## src/rtl/logic_op_unit.sv

```systemverilog
// Registered bitwise operation unit: eight ops applied per beat or folded over a packet.
// Optional result flags (OUT_ZERO/OUT_ONES/OUT_PARITY) are built when LOGIC_FLAGS_EN is defined.
module logic_op_unit #(
    parameter int WIDTH = 8,
    parameter int OP_W  = 3
) (
    input  logic             CLK,
    input  logic             RST_N,
    input  logic             IN_VALID,
    output logic             IN_READY,
    input  logic [WIDTH-1:0] A,
    input  logic [WIDTH-1:0] B,
    input  logic [OP_W-1:0]  OP,
    input  logic             ACC,
    input  logic             IN_LAST,
    output logic             OUT_VALID,
    input  logic             OUT_READY,
    output logic [WIDTH-1:0] OUT,
    output logic             OUT_LAST
`ifdef LOGIC_FLAGS_EN
    ,
    output logic             OUT_ZERO,
    output logic             OUT_ONES,
    output logic             OUT_PARITY
`endif
);

    typedef enum logic [2:0] {
        OP_AND  = 3'd0,
        OP_OR   = 3'd1,
        OP_XOR  = 3'd2,
        OP_NAND = 3'd3,
        OP_NOR  = 3'd4,
        OP_XNOR = 3'd5,
        OP_ANDN = 3'd6,
        OP_PASS = 3'd7
    } op_e;

    typedef enum logic {
        IDLE  = 1'b0,
        ACCUM = 1'b1
    } state_e;

    function automatic logic [WIDTH-1:0] apply_op(input logic [OP_W-1:0] op,
                                                  input logic [WIDTH-1:0] x,
                                                  input logic [WIDTH-1:0] y);
        logic [WIDTH-1:0] r;
        r = x;
        unique case (op_e'(op))
            OP_AND:  r = x & y;
            OP_OR:   r = x | y;
            OP_XOR:  r = x ^ y;
            OP_NAND: r = ~(x & y);
            OP_NOR:  r = ~(x | y);
            OP_XNOR: r = ~(x ^ y);
            OP_ANDN: r = x & ~y;
            OP_PASS: r = x;
        endcase
        return r;
    endfunction

    state_e           state_q, state_d;
    logic [OP_W-1:0]  op_q, op_d;
    logic [WIDTH-1:0] acc_q, acc_d;
    logic [WIDTH-1:0] out_q;
    logic             out_last_q;
    logic             out_valid_q;

    logic             fire;
    logic             load;
    logic [WIDTH-1:0] res;
    logic             res_last;

    assign IN_READY  = !out_valid_q || OUT_READY;
    assign fire      = IN_VALID && IN_READY;
    assign OUT       = out_q;
    assign OUT_LAST  = out_last_q;
    assign OUT_VALID = out_valid_q;

    // The FSM state itself records accumulate mode; only the op needs latching per packet.
    always_comb begin
        // NOTE: every signal gets a default before any branch so no path leaves it unassigned (no latch).
        state_d  = state_q;
        op_d     = op_q;
        acc_d    = acc_q;
        load     = 1'b0;
        res      = '0;
        res_last = 1'b0;
        if (fire) begin
            unique case (state_q)
                IDLE: begin
                    res = apply_op(OP, A, B);
                    if (ACC) begin
                        op_d  = OP;
                        acc_d = res;
                        if (IN_LAST) begin
                            load     = 1'b1;
                            res_last = 1'b1;
                        end else begin
                            state_d = ACCUM;
                        end
                    end else begin
                        load     = 1'b1;
                        res_last = IN_LAST;
                    end
                end
                ACCUM: begin
                    res   = apply_op(op_q, acc_q, A);
                    acc_d = res;
                    if (IN_LAST) begin
                        load     = 1'b1;
                        res_last = 1'b1;
                        state_d  = IDLE;
                    end
                end
            endcase
        end
    end

`ifdef LOGIC_FLAGS_EN
    logic zero_q, ones_q, parity_q;
    assign OUT_ZERO   = zero_q;
    assign OUT_ONES   = ones_q;
    assign OUT_PARITY = parity_q;
`endif

    always_ff @(posedge CLK) begin
        // NOTE: registers use non-blocking assignments so every flop samples pre-edge values.
        if (!RST_N) begin
            state_q     <= IDLE;
            op_q        <= '0;
            acc_q       <= '0;
            out_q       <= '0;
            out_last_q  <= 1'b0;
            out_valid_q <= 1'b0;
`ifdef LOGIC_FLAGS_EN
            zero_q      <= 1'b0;
            ones_q      <= 1'b0;
            parity_q    <= 1'b0;
`endif
        end else begin
            state_q <= state_d;
            op_q    <= op_d;
            acc_q   <= acc_d;
            // A new load wins over a simultaneous transfer, keeping OUT_VALID high.
            if (load) begin
                out_q       <= res;
                out_last_q  <= res_last;
                out_valid_q <= 1'b1;
`ifdef LOGIC_FLAGS_EN
                zero_q      <= (res == '0);
                ones_q      <= (res == '1);
                parity_q    <= ^res;
`endif
            end else if (OUT_READY) begin
                out_valid_q <= 1'b0;
            end
        end
    end

endmodule

```

## config.mk

```make
export PLATFORM = sky130hd
export DESIGN_NAME = logic_op_unit
export DESIGN_NICKNAME = d
export VERILOG_FILES = /design/src/rtl/logic_op_unit.sv
export SDC_FILE = /design/constraint.sdc
export NUM_CORES = 1
export LEC_CHECK = 0
export ABC_CLOCK_PERIOD_IN_PS = 2000
export BUFFER_PORTS_ARGS = -buffer_cell sky130_fd_sc_hd__buf_2
export CAP_MARGIN = 15
export CORE_MARGIN = 5
export CORE_UTILIZATION = 40
export DETAILED_ROUTE_END_ITERATION = 16
export GPL_TIMING_DRIVEN = 0
export PLACE_DENSITY_LB_ADDON = 0.08
export SYNTH_ARGS = -nofsm -noshare
export SYNTH_HDL_FRONTEND = slang
export SYNTH_SLANG_ARGS = --single-unit
```

## constraint.sdc

```tcl
create_clock -name CLK -period 2 [get_ports CLK]
set_input_delay 0.6 -clock CLK [delete_from_list [all_inputs] [get_ports CLK]]
set_output_delay 0.6 -clock CLK [all_outputs]
set_load 0.05 [all_outputs]
```

After elaboration in Yosys (flattened, before gate mapping). Cells that the tools add are included.

Word-level logic and storage cells: 64. Register bits: 22. Input port bits: 25. Output and inout bits: 11.

Equality and inequality tests: 15. Reduce and logical (&&, ||, !) cells: 8. Bitwise operators: 17. Mux-type cells: 18.

Operators by type and width (count): case mux 8 bit (8 select lines) (2); NOT 8 bit (8); bitwise AND 8 bit (4); case mux 8 bit (2 select lines) (2); equality test 3 bit, second input constant (8); two-way mux 8 bit (2); OR 8 bit (2); XOR 8 bit (2); equality test 3 x 2 -> 1 bit, second input constant (4); two-way mux 1 bit (9); equality test 3 x 1 -> 1 bit, second input constant (2); logical NOT 3 bit (2); case mux 1 bit (2 select lines) (3); AND reduction 3 bit (1); != test 2 bit, second input constant (1); AND reduction 2 bit (1); nonzero test 2 bit (1); logical AND 1 bit (1); logical NOT 1 bit (1); logical OR 1 bit (1); NOT 1 bit (1).

Depth between registers and ports, before layout. Gate-level depths: netlist of run 1.

Depth after elaboration: 5. Mapped depth: 7. Depth with buffers taken out: 7.

Worst setup path before layout of run 1. No wires, ideal clock.

Path type: register -> register. Start point: register out_valid_q (netlist: OUT_VALID). End point: register out_q[0] (netlist: OUT[0]). Setup slack: -189 ps. Arrival: 2128 ps. Buffers on the path: 1. Clock period less this slack: 2189 ps. Required time: 1940 ps. Cell stages (with the launch flop): 7. Setup time: 60 ps. Cells stage by stage: dfxtp_1 > nand2b_1 > and2_1 > o21ai_0 > and2_1 > clkbuf_1 > a22o_1.

Word-level cells in the longest chain between the ends: 4. Elaborated cells on any way between the ends: 5. Those cells by class: 2 x mux; 3 x reduce/logical.

Ends and longest elaborated chain: start: declaration (RTL line 67) `logic out_valid_q;`; start signal: assignment (RTL line 135) `out_valid_q <= 1'b0;`; start signal: assignment (RTL line 149) `out_valid_q <= 1'b1;`; start signal: assignment (RTL line 156) `out_valid_q <= 1'b0;`; logical NOT 1 bit * (RTL line 74) `assign IN_READY = !out_valid_q || OUT_READY;`; logical OR 1 bit * (RTL line 74); net IN_READY (RTL line 10) `output logic IN_READY,`; logical AND 1 bit * (RTL line 75) `assign fire = IN_VALID && IN_READY;`; two-way mux 8 bit or two-way mux 1 bit (tied branches) (RTL line 89) `if (fire) begin`; end signal: assignment (RTL line 147) `out_q <= res;`; end: declaration (RTL line 65) `logic [WIDTH-1:0] out_q;`.

Mark *: on every way through the listed nets, which the timed path passes. The rest lies on a longest branch. A chain may end at the register's enable or synchronous reset.

Final worst setup path of run 1.
Start point: input A[1]. End point: register out_q[1] (netlist: OUT[1]).

Word-level cells in the longest chain between the ends: 5. Elaborated cells on any way between the ends: 19. Those cells by class: 4 x mux; 15 x bitwise.

Ends and longest elaborated chain: start: declaration (RTL line 11) `input logic [WIDTH-1:0] A,`; NOT 8 bit (tied with other cells) (RTL line 56) `OP_ANDN: r = x & ~y;`; bitwise AND 8 bit (tied with other cells) (RTL line 56); case mux 8 bit (8 select lines) (RTL line 49) `unique case (op_e'(op))`; case mux 8 bit (2 select lines) * (RTL line 90) `unique case (state_q)`; two-way mux 8 bit * (RTL line 89).

Every way passes the cells marked *; elsewhere a longest branch is shown, timed or not.

==> impl_metrics.json, run 1 <==
{
  "p_sw_frac": 0.3710,
  "hold_path_class": "flip-flop to flip-flop",
  "post_route_cells_drive_above_1_share": 0.2248,
  "finalWeightedCongestion": 0.8140,
  "setup-violations-final": 2,
  "syn_inst": 311,
  "cp_max_fo": 5,
  "synth_flop_cell": "dfxtp_1",
  "grtUsageMet3": 0.02583,
  "ys.warnings.count": 0,
  "layout.nets": 421,
  "first_pass_iters": 4,
  "die_area_sq_um": 8198,
  "synth_nets": 384,
  "grt-ovfl-total": 0,
  "synth_cell_types": 43,
  "wire_per_inst_um": 16.47,
  "die_h_um": 90.55,
  "fin_area_sq_um": 3012,
  "synth-edff-count": 0,
  "grt_pass1_wl_um": 11410,
  "ys_seq_area_frac": 0.1697,
  "synth.avg_cell_area_sq_um": 8.344,
  "holdWs_ps": 465.0,
  "ant_nets": 0,
  "cp.required_ps": 2160,
  "final-hold-violation-count": 0,
  "async_flop_share": 0,
  "cts_tree": "done",
  "synth_area_leaders": "ha_1 (23%), dfxtp_1 (17%), a22o_1 (4.1%)",
  "clock_skew_ps": 2.305,
  "via_per_inst": 5.700,
  "violations": "setup timing",
  "power_switching_mw": 0.5291,
  "crit_type": "primary input to flip-flop",
  "final_max_slew_viol_count": 0,
  "seq_power_share": 0.349,
  "vias": 2417,
  "netlist_area_sq_um": 2595,
  "power.density_nw_per_um2": 473.6,
  "antenna_found_initial": 0,
  "start_kind": "primary input",
  "internal-power_mw": 0.8971,
  "critPathSlowestCell": "a311oi_1",
  "synth-seq-cells": 22,
  "cts_sinks": 22,
  "drt_wl_total_um": 6982,
  "synth_top_cell_area_share": 0.2314,
  "layout_commonest_cell": "ha_1",
  "cpLargestDelayFamily": "compound AO/OA/AOI/OAI gates",
  "max_clock_freq_mhz": 486.5,
  "drv_cap": 0,
  "grt_pass1_vias": 2292,
  "num_antenna_cells": 0,
  "slew_headroom": 0.6057,
  "dp_slack_ps": -325.6,
  "period_share": 1.028,
  "clkLatencyLatePin_ps": 260,
  "status": "finished, violations left",
  "gr-max-usage-layer": "met2",
  "rsz0062_at_grt": "true",
  "end_kind": "flip-flop",
  "post-route-min-period_ps": 2055,
  "setup_slack_ps": -55.47,
  "final_cell_mix": "ha_1 (46), buf_2 (37), dfxtp_1 (22), nor2_1 (22)",
  "drc_errors": 0,
  "grt_max_degree": 13,
  "drt_iter0_drc": 99,
  "portBuffers": 32,
  "core_sq_um": 6314,
  "htree_levels": 1,
  "hold_buffers": 0,
  "use_met1": 0.2228,
  "pwr-share-clk": 0.223,
  "die_w_um": 90.55,
  "crit_buf_inv": 2,
  "worst_pin_slew_ps": 586.9,
  "pwr-share-comb": 0.427,
  "clk_pin_slew_ps": 80,
  "initial_utilization": 0.4110,
  "crit_arrival_ps": 2220,
  "p_leak_nw": 1.377,
  "clockBufferDepth": 2,
  "ir_drop_v": 0.0004413,
  "dp_hpwl_um": 5561,
  "grtUsageTotal": 0.1656,
  "cts_made_buffers": 3,
  "fp-row-count": 29,
  "ios": 36,
  "area_growth_syn_to_layout_pct": 16.06,
  "clock_tree.root_cell": "clkbuf_8",
  "p_total_mw": 1.426,
  "placed_area_sq_um": 2879,
  "crit_path_cell_trace": "buf_2 -> inv_1 -> ha_1 -> mux2i_1 -> a211oi_1 -> a311oi_1 -> o32ai_2 -> a22o_1",
  "yosys.area.top_type": "ha_1",
  "met2_usage": 0.2724,
  "max_stage_delay_ps": 450
}
## state kept, by name, summed over array words and instances, names as in the netlist
register,cells
acc_q,8
OUT_LAST,1
OUT,8
op_q,3
OUT_VALID,1
state_q,1
## power groups by stage
stage	Clock, mW	Combinational [mW]	Sequential [mW]
3_3_place_gp	0	0.571	0.509
5_1_grt	0.349	0.670	0.504
2_1_floorplan	0	0.367	0.558
6_report	0.318	0.610	0.498
3_5_place_dp	0	0.577	0.509
4_1_cts	0.327	0.606	0.499
## final timing paths
check | slack, ps | depth (start not counted) | start | endpoint
max | -60 | 8 | A[1] | OUT[1]
min | 470 | 1 | OUT[5] | OUT[5]
max reg2reg | 110 | 6 | op_q[2] | OUT[0]
min reg2reg | 470 | 1 | OUT[5] | OUT[5]
## timing repair
item,CTS,global route
endpoints found under the setup margin,8,15
resized for setup,10,16
buffers inserted,1,0
pin swaps,2,4
endpoints found under the hold margin,0,0
## synth_stat cells (all sizes together) (3+ instances only)
cell type,n
mux2,3
inv,25
mux2i,8
a22o,12
o2bb2ai,6
buf,10
ha,48
o21a,5
o21ai,13
clkbuf,9
nor2,23
nand2,20
o32ai,5
o311ai,3
a2bb2oi,3
a32oi,3
a21bo,3
dfxtp,22
o221a,3
nand2b,12
nor2b,14
a21oi,14
a311oi,6
a22oi,4
o221ai,5
a211oi,12
a32o,3
## worst reg2reg max path, cell delays in order (launching register included)
cell and delay [ps]:
dfxtp_1 310, buf_2 170, clkbuf_1 410, o221ai_1 200, a211oi_1 320, o32ai_2 160
a22o_1 210
## per-stage QoR
step	instances	utilization	TNS, ps
global placement	420	0.4560	-4024
floorplan	311	-	0
CTS	425	0.4748	0
detailed placement	420	0.4560	-3945
global route	424	0.4770	-113.0
finish	424	0.4770	-94.10
## cell type report
cell class / count / area, sq um
Fill cell: 654 / 3302
Multi-Input combinational cell: 243 / 2039
Sequential cell: 22 / 440.4
Timing Repair Buffer: 33 / 176.4
Inverter: 27 / 106.4
Buffer: 18 / 97.59
Tap cell: 77 / 96.34
Clock buffer: 4 / 55.05
## layer usage
metal  vias up  part of all wire
met5         -                 0
met4         0             0.026
met3        16             0.035
met2        55              0.46
met1      1135              0.47
li1       1211                 -
## cells by family (layout without fill, tap and decap cells)
logic type	Yosys count	count (layout)	share of synthesized area
AO/OA/AOI/OAI	101	101	0.3033
adder cells (fa/ha/maj)	48	48	0.2314
buffers and inverters	46	82	0.07570
flip-flops	22	22	0.1697
multiplexers	13	13	0.06413
AND/OR/NAND/NOR	81	81	0.1557
Note: power is estimated with default switching activity, not from simulation.
==> inputs of run 2 (changes only) <==
--- a/config.mk
+++ b/config.mk
@@ -8,7 +8,7 @@
 export ABC_CLOCK_PERIOD_IN_PS = 2000
 export BUFFER_PORTS_ARGS = -buffer_cell sky130_fd_sc_hd__buf_2
 export CAP_MARGIN = 15
-export CORE_MARGIN = 5
+export CORE_MARGIN = 2
 export CORE_UTILIZATION = 40
 export DETAILED_ROUTE_END_ITERATION = 16
 export GPL_TIMING_DRIVEN = 0
==> run 2 against run 1 <==
  * The flow now finishes without violations
  * Total power rose by 0.74%
  * Via count fell by 1.1%
  * Worst setup slack improved by 76 ps
  * Sequential share of layout area fell by 0.22 points
  * Largest cell class unchanged
  * Final area rose by 1.5%
  * Register-to-register slack barely moved
  * Utilization rose by 0.71 points
  * Maximum frequency rose by 3.8%
  * Largest power group unchanged
  * Clock power barely moved
==> impl_metrics.json, run 2 (synthesis gave the netlist of run 1 again) <==
{
  "grt_pass1_vias": 2331,
  "final_max_slew_viol_count": 0,
  "grt_pass1_wl_um": 11520,
  "antenna_found_initial": 0,
  "holdWs_ps": 464.6,
  "ant_nets": 0,
  "drc_errors": 0,
  "dp_hpwl_um": 5399,
  "crit_path_cell_trace": "buf_12 -> inv_8 -> ha_4 -> mux2_4 -> mux4_2 -> o32ai_4 -> a22o_1",
  "power.density_nw_per_um2": 470.1,
  "fillers": 651,
  "clk_pin_slew_ps": 80,
  "setup-violations-final": 0,
  "hold_buffers": 0,
  "cts_made_buffers": 3,
  "layout_commonest_cell": "ha_1",
  "cts_tree": "done",
  "die_h_um": 84.55,
  "drt_wl_total_um": 6966,
  "ff2ff_setup_slack_ps": 120,
  "end_kind": "flip-flop",
  "rsz0062_at_grt": "true",
  "start_kind": "primary input",
  "area_growth_syn_to_layout_pct": 17.79,
  "slew_headroom": 0.6033,
  "vias": 2391,
  "initial_utilization": 0.4110,
  "final-hold-violation-count": 0,
  "cpLargestDelayFamily": "multiplexers",
  "period_share": 0.9899,
  "post-route-min-period_ps": 1980,
  "num_antenna_cells": 0,
  "finalWeightedCongestion": 0.7882,
  "cts_sinks": 22,
  "p_leak_nw": 1.397,
  "postLayoutCoreUtil": 0.4841,
  "critPathSlowestCell": "mux4_2",
  "layout.nets": 422,
  "first_pass_iters": 4,
  "drt_iter0_drc": 162,
  "crit_type": "primary input to flip-flop",
  "via_per_inst": 5.626,
  "clock_skew_ps": 1.766,
  "die_area_sq_um": 7148,
  "clkLatencyLatePin_ps": 260,
  "htree_levels": 1,
  "die_w_um": 84.55,
  "final_cell_mix": "ha_1 (46), buf_2 (36), dfxtp_1 (22), nor2_1 (21), nand2_1 (20)",
  "drv_cap": 0,
  "clock_tree.root_cell": "clkbuf_8",
  "worst_pin_slew_ps": 590.5,
  "clockBufferDepth": 2,
  "post_route_cells_drive_above_1_share": 0.2443,
  "cp_max_fo": 5,
  "crit_arrival_ps": 2190,
  "ir_drop_v": 0.0003747,
  "portBuffers": 32,
  "wire_per_inst_um": 16.39,
  "max_stage_delay_ps": 500,
  "grtUsageTotal": 0.1971,
  "max_clock_freq_mhz": 505.1,
  "status": "finished clean",
  "grt_max_degree": 13,
  "core_sq_um": 6314,
  "crit_buf_inv": 2,
  "hold_path_class": "flip-flop to flip-flop",
  "fp-row-count": 29,
  "cp.required_ps": 2210,
  "grt-ovfl-total": 0,
  "ios": 36
}
## run 2: changes by cell type in the layout (fill, tap and decap cells not counted), sizes merged
cell / previous run / this run
buf: 43 / 44
## run 2: metrics by stage
stage | cell area [sq um] | TNS (ps) | total power [mW] | std cells | setup slack (ps)
floorplan | 2623 | 0 | 0.9251 | 311 | 0.2709
global placement | 2879 | -4055 | 1.079 | 420 | -335.9
detailed placement | 2879 | -4094 | 1.086 | 420 | -329.0
CTS | 3014 | 0 | 1.433 | 426 | 0.1528
global route | 3057 | -12.28 | 1.538 | 425 | -8.663
finish | 3057 | 0 | 1.437 | 425 | 20.29
## run 2: final cells by class
class / instances / area (sq um) / share of cell area
plain buffers: 18 / 100.1 / 0.03275
clock buffers: 4 / 55.05 / 0.01801
inverters: 27 / 111.4 / 0.03643
multi-input cells: 243 / 2051 / 0.6709
flip-flops and latches: 22 / 440.4 / 0.1441
well taps: 77 / 96.34 / 0.03152
repair buffers: 34 / 202.7 / 0.06631
## run 2: path summary, 6_finish.rpt
check / end / startpoint / depth (start not counted)
worst max-delay path: OUT[7] / A[7] / 7
worst min-delay path: OUT[4] / OUT[4] / 1
worst max register to register: acc_q[7] / op_q[0] / 6
worst min register to register: OUT[4] / OUT[4] / 1
## run 2: where the power goes
group	internal, mW	switching [mW]	total (mW)	leakage (nW)
Sequential	0.471	0.0276	0.498	0.180
Clock	0.175	0.141	0.317	0.0288
Combinational	0.259	0.362	0.622	1.19
## run 2: metal layers
layer	track usage	up-vias	wire length (um)
met3	0.02065	2	171
li1	-	1208	-
met4	0.02165	0	23
met5	0	-	0
met2	0.3457	29	3390
met1	0.2697	1152	3380
## run 2: repair_timing
item	in CTS	in global routing
hold endpoints to repair	0	0
resized for setup	12	25
buffers inserted	2	0
setup endpoints to repair	10	17
gates cloned	0	0
pin swaps	4	6
==> inputs of run 3 (changes only) <==
--- a/config.mk
+++ b/config.mk
@@ -8,6 +8,7 @@
 export ABC_CLOCK_PERIOD_IN_PS = 2000
 export BUFFER_PORTS_ARGS = -buffer_cell sky130_fd_sc_hd__buf_2
 export CAP_MARGIN = 15
+export CORE_ASPECT_RATIO = 0.6
 export CORE_MARGIN = 2
 export CORE_UTILIZATION = 40
 export DETAILED_ROUTE_END_ITERATION = 16
==> run 3 against run 2 <==
  * Sequential share of layout area barely moved
  * Via count rose by 0.50%
  * Routed wire length rose by 1.1%
  * Largest cell class unchanged
  * Critical endpoint is now acc_q[3]
  * Cell count rose by 1.9%
==> impl_metrics.json, run 3 (synthesis gave the netlist of run 1 again) <==
{
  "crit_arrival_ps": 2180,
  "cp_max_fo": 2,
  "fillers": 601,
  "grt-ovfl-total": 0,
  "p_leak_nw": 1.393,
  "hold_path.startpoint": "OUT[5]",
  "htree_levels": 1,
  "via_per_inst": 5.550,
  "post-route-min-period_ps": 1968,
  "endpoint": "acc_q[3]",
  "worst_pin_slew_ps": 613.0,
  "cts_made_buffers": 3,
  "setup-violations-final": 0,
  "ir_drop_v": 0.0002893,
  "die_h_um": 66.39,
  "cts_tree": "done",
  "area_growth_syn_to_layout_pct": 17.50,
  "power.density_nw_per_um2": 475.1,
  "end_kind": "flip-flop",
  "r2r-start": "op_q[0]",
  "cts_sinks": 22,
  "clockBufferDepth": 2,
  "r2r-end": "OUT[1]",
  "clock_tree.root_cell": "clkbuf_8",
  "max_clock_freq_mhz": 508.0,
  "die_w_um": 108.0,
  "clock_skew_ps": 6.341,
  "crit_type": "primary input to flip-flop",
  "drt_iter0_drc": 128,
  "setup_slack_ps": 31.57,
  "grtUsageTotal": 0.2014,
  "first_pass_iters": 4,
  "dp_hpwl_um": 5566,
  "final-hold-violation-count": 0,
  "postLayoutCoreUtil": 0.4923,
  "clkLatencyLatePin_ps": 270,
  "placed_area_sq_um": 2888,
  "fp-row-count": 22,
  "crit_path_cell_trace": "buf_2 -> inv_2 -> ha_4 -> mux2_4 -> mux4_2 -> o32ai_4 -> a22o_1",
  "dp_slack_ps": -339.2,
  "drt_wl_total_um": 7042,
  "grt_max_degree": 13,
  "die_area_sq_um": 7169,
  "fin_area_sq_um": 3049,
  "reg2regPathDepth": 6,
  "critPathSlowestCell": "mux4_2",
  "drv_cap": 0,
  "portBuffers": 32,
  "cp.required_ps": 2220,
  "start_kind": "primary input",
  "worstSetupStartpoint": "B[3]",
  "post_route_cells_drive_above_1_share": 0.2321,
  "hold_path_class": "flip-flop to flip-flop",
  "period_share": 0.9842,
  "max_stage_delay_ps": 510,
  "slew_headroom": 0.5882,
  "ff2ff_setup_slack_ps": 140,
  "vias": 2403,
  "status": "finished clean",
  "final_cell_mix": "ha_1 (46), buf_2 (37), dfxtp_1 (22), inv_1 (21), nor2_1 (21)",
  "final_max_slew_viol_count": 0,
  "antenna_found_initial": 0,
  "p_total_mw": 1.449,
  "grt_pass1_vias": 2265,
  "ios": 36,
  "grt_pass1_wl_um": 11320,
  "initial_utilization": 0.4190,
  "wire_per_inst_um": 16.26,
  "ant_nets": 0,
  "layout.nets": 423,
  "finalWeightedCongestion": 0.8757,
  "clk_pin_slew_ps": 80,
  "drc_errors": 0,
  "num_antenna_cells": 0,
  "core_sq_um": 6193,
  "layout_commonest_cell": "ha_1"
}
[run 3: worst min path at each step]
stage / to / cells past startpoint / slack, ps
after floorplan: acc_q[5] / 2 / 480
after global placement: OUT[5] / 1 / 450
after detailed placement: OUT[6] / 1 / 450
after CTS: OUT[6] / 1 / 470
after global routing: OUT[5] / 1 / 490
final: OUT[5] / 1 / 460
[run 3: layer usage]
layer	wire [um]	share of wire	up-vias	track usage
met2	2982	0.42	52	0.3074
met5	0	0	-	0
met1	3630	0.52	1136	0.3024
met3	406	0.058	5	0.03350
met4	23	0.0033	0	0.02404
li1	-	-	1210	-
[run 3: area by class of cell]
| cell class | instances | area (sq um) | area share |
|---|---|---|---|
| buffer | 18 | 98.84 | 0.03242 |
| clock buffer | 4 | 55.05 | 0.01806 |
| inverter | 27 | 106.4 | 0.03488 |
| multi-input combinational | 243 | 2044 | 0.6705 |
| sequential | 22 | 440.4 | 0.1444 |
| tap | 84 | 105.1 | 0.03447 |
| timing repair buffer | 35 | 198.9 | 0.06524 |
[run 3: what timing repair did]
item,4_1_cts,5_1_grt
endpoints found under the setup margin,8,15
gates resized for setup,10,20
setup buffers,1,2
gates cloned,0,0
hold buffers,0,0
pin swaps,1,6
[run 3: critical path: cells and delay by family]
family,cells,cell delay (ps)
mux,2,760
compound gates,2,450
buf+inv,2,180
fa+ha+maj,1,190
[run 3: where the power goes]
group / internal, mW / total, mW / switching [mW]
sequential: 0.471 / 0.498 / 0.0270
combinational: 0.257 / 0.620 / 0.363
clock: 0.176 / 0.331 / 0.155
[run 3: per-stage QoR]
stage,cells,setup TNS [ps],hold WS (ps)
final,433,0,464.6
after global routing,433,-12.87,492.4
after CTS,432,0,471.3
after detailed placement,427,-3663,447.7
after global placement,427,-3503,445.5
after floorplan,311,0,483.0
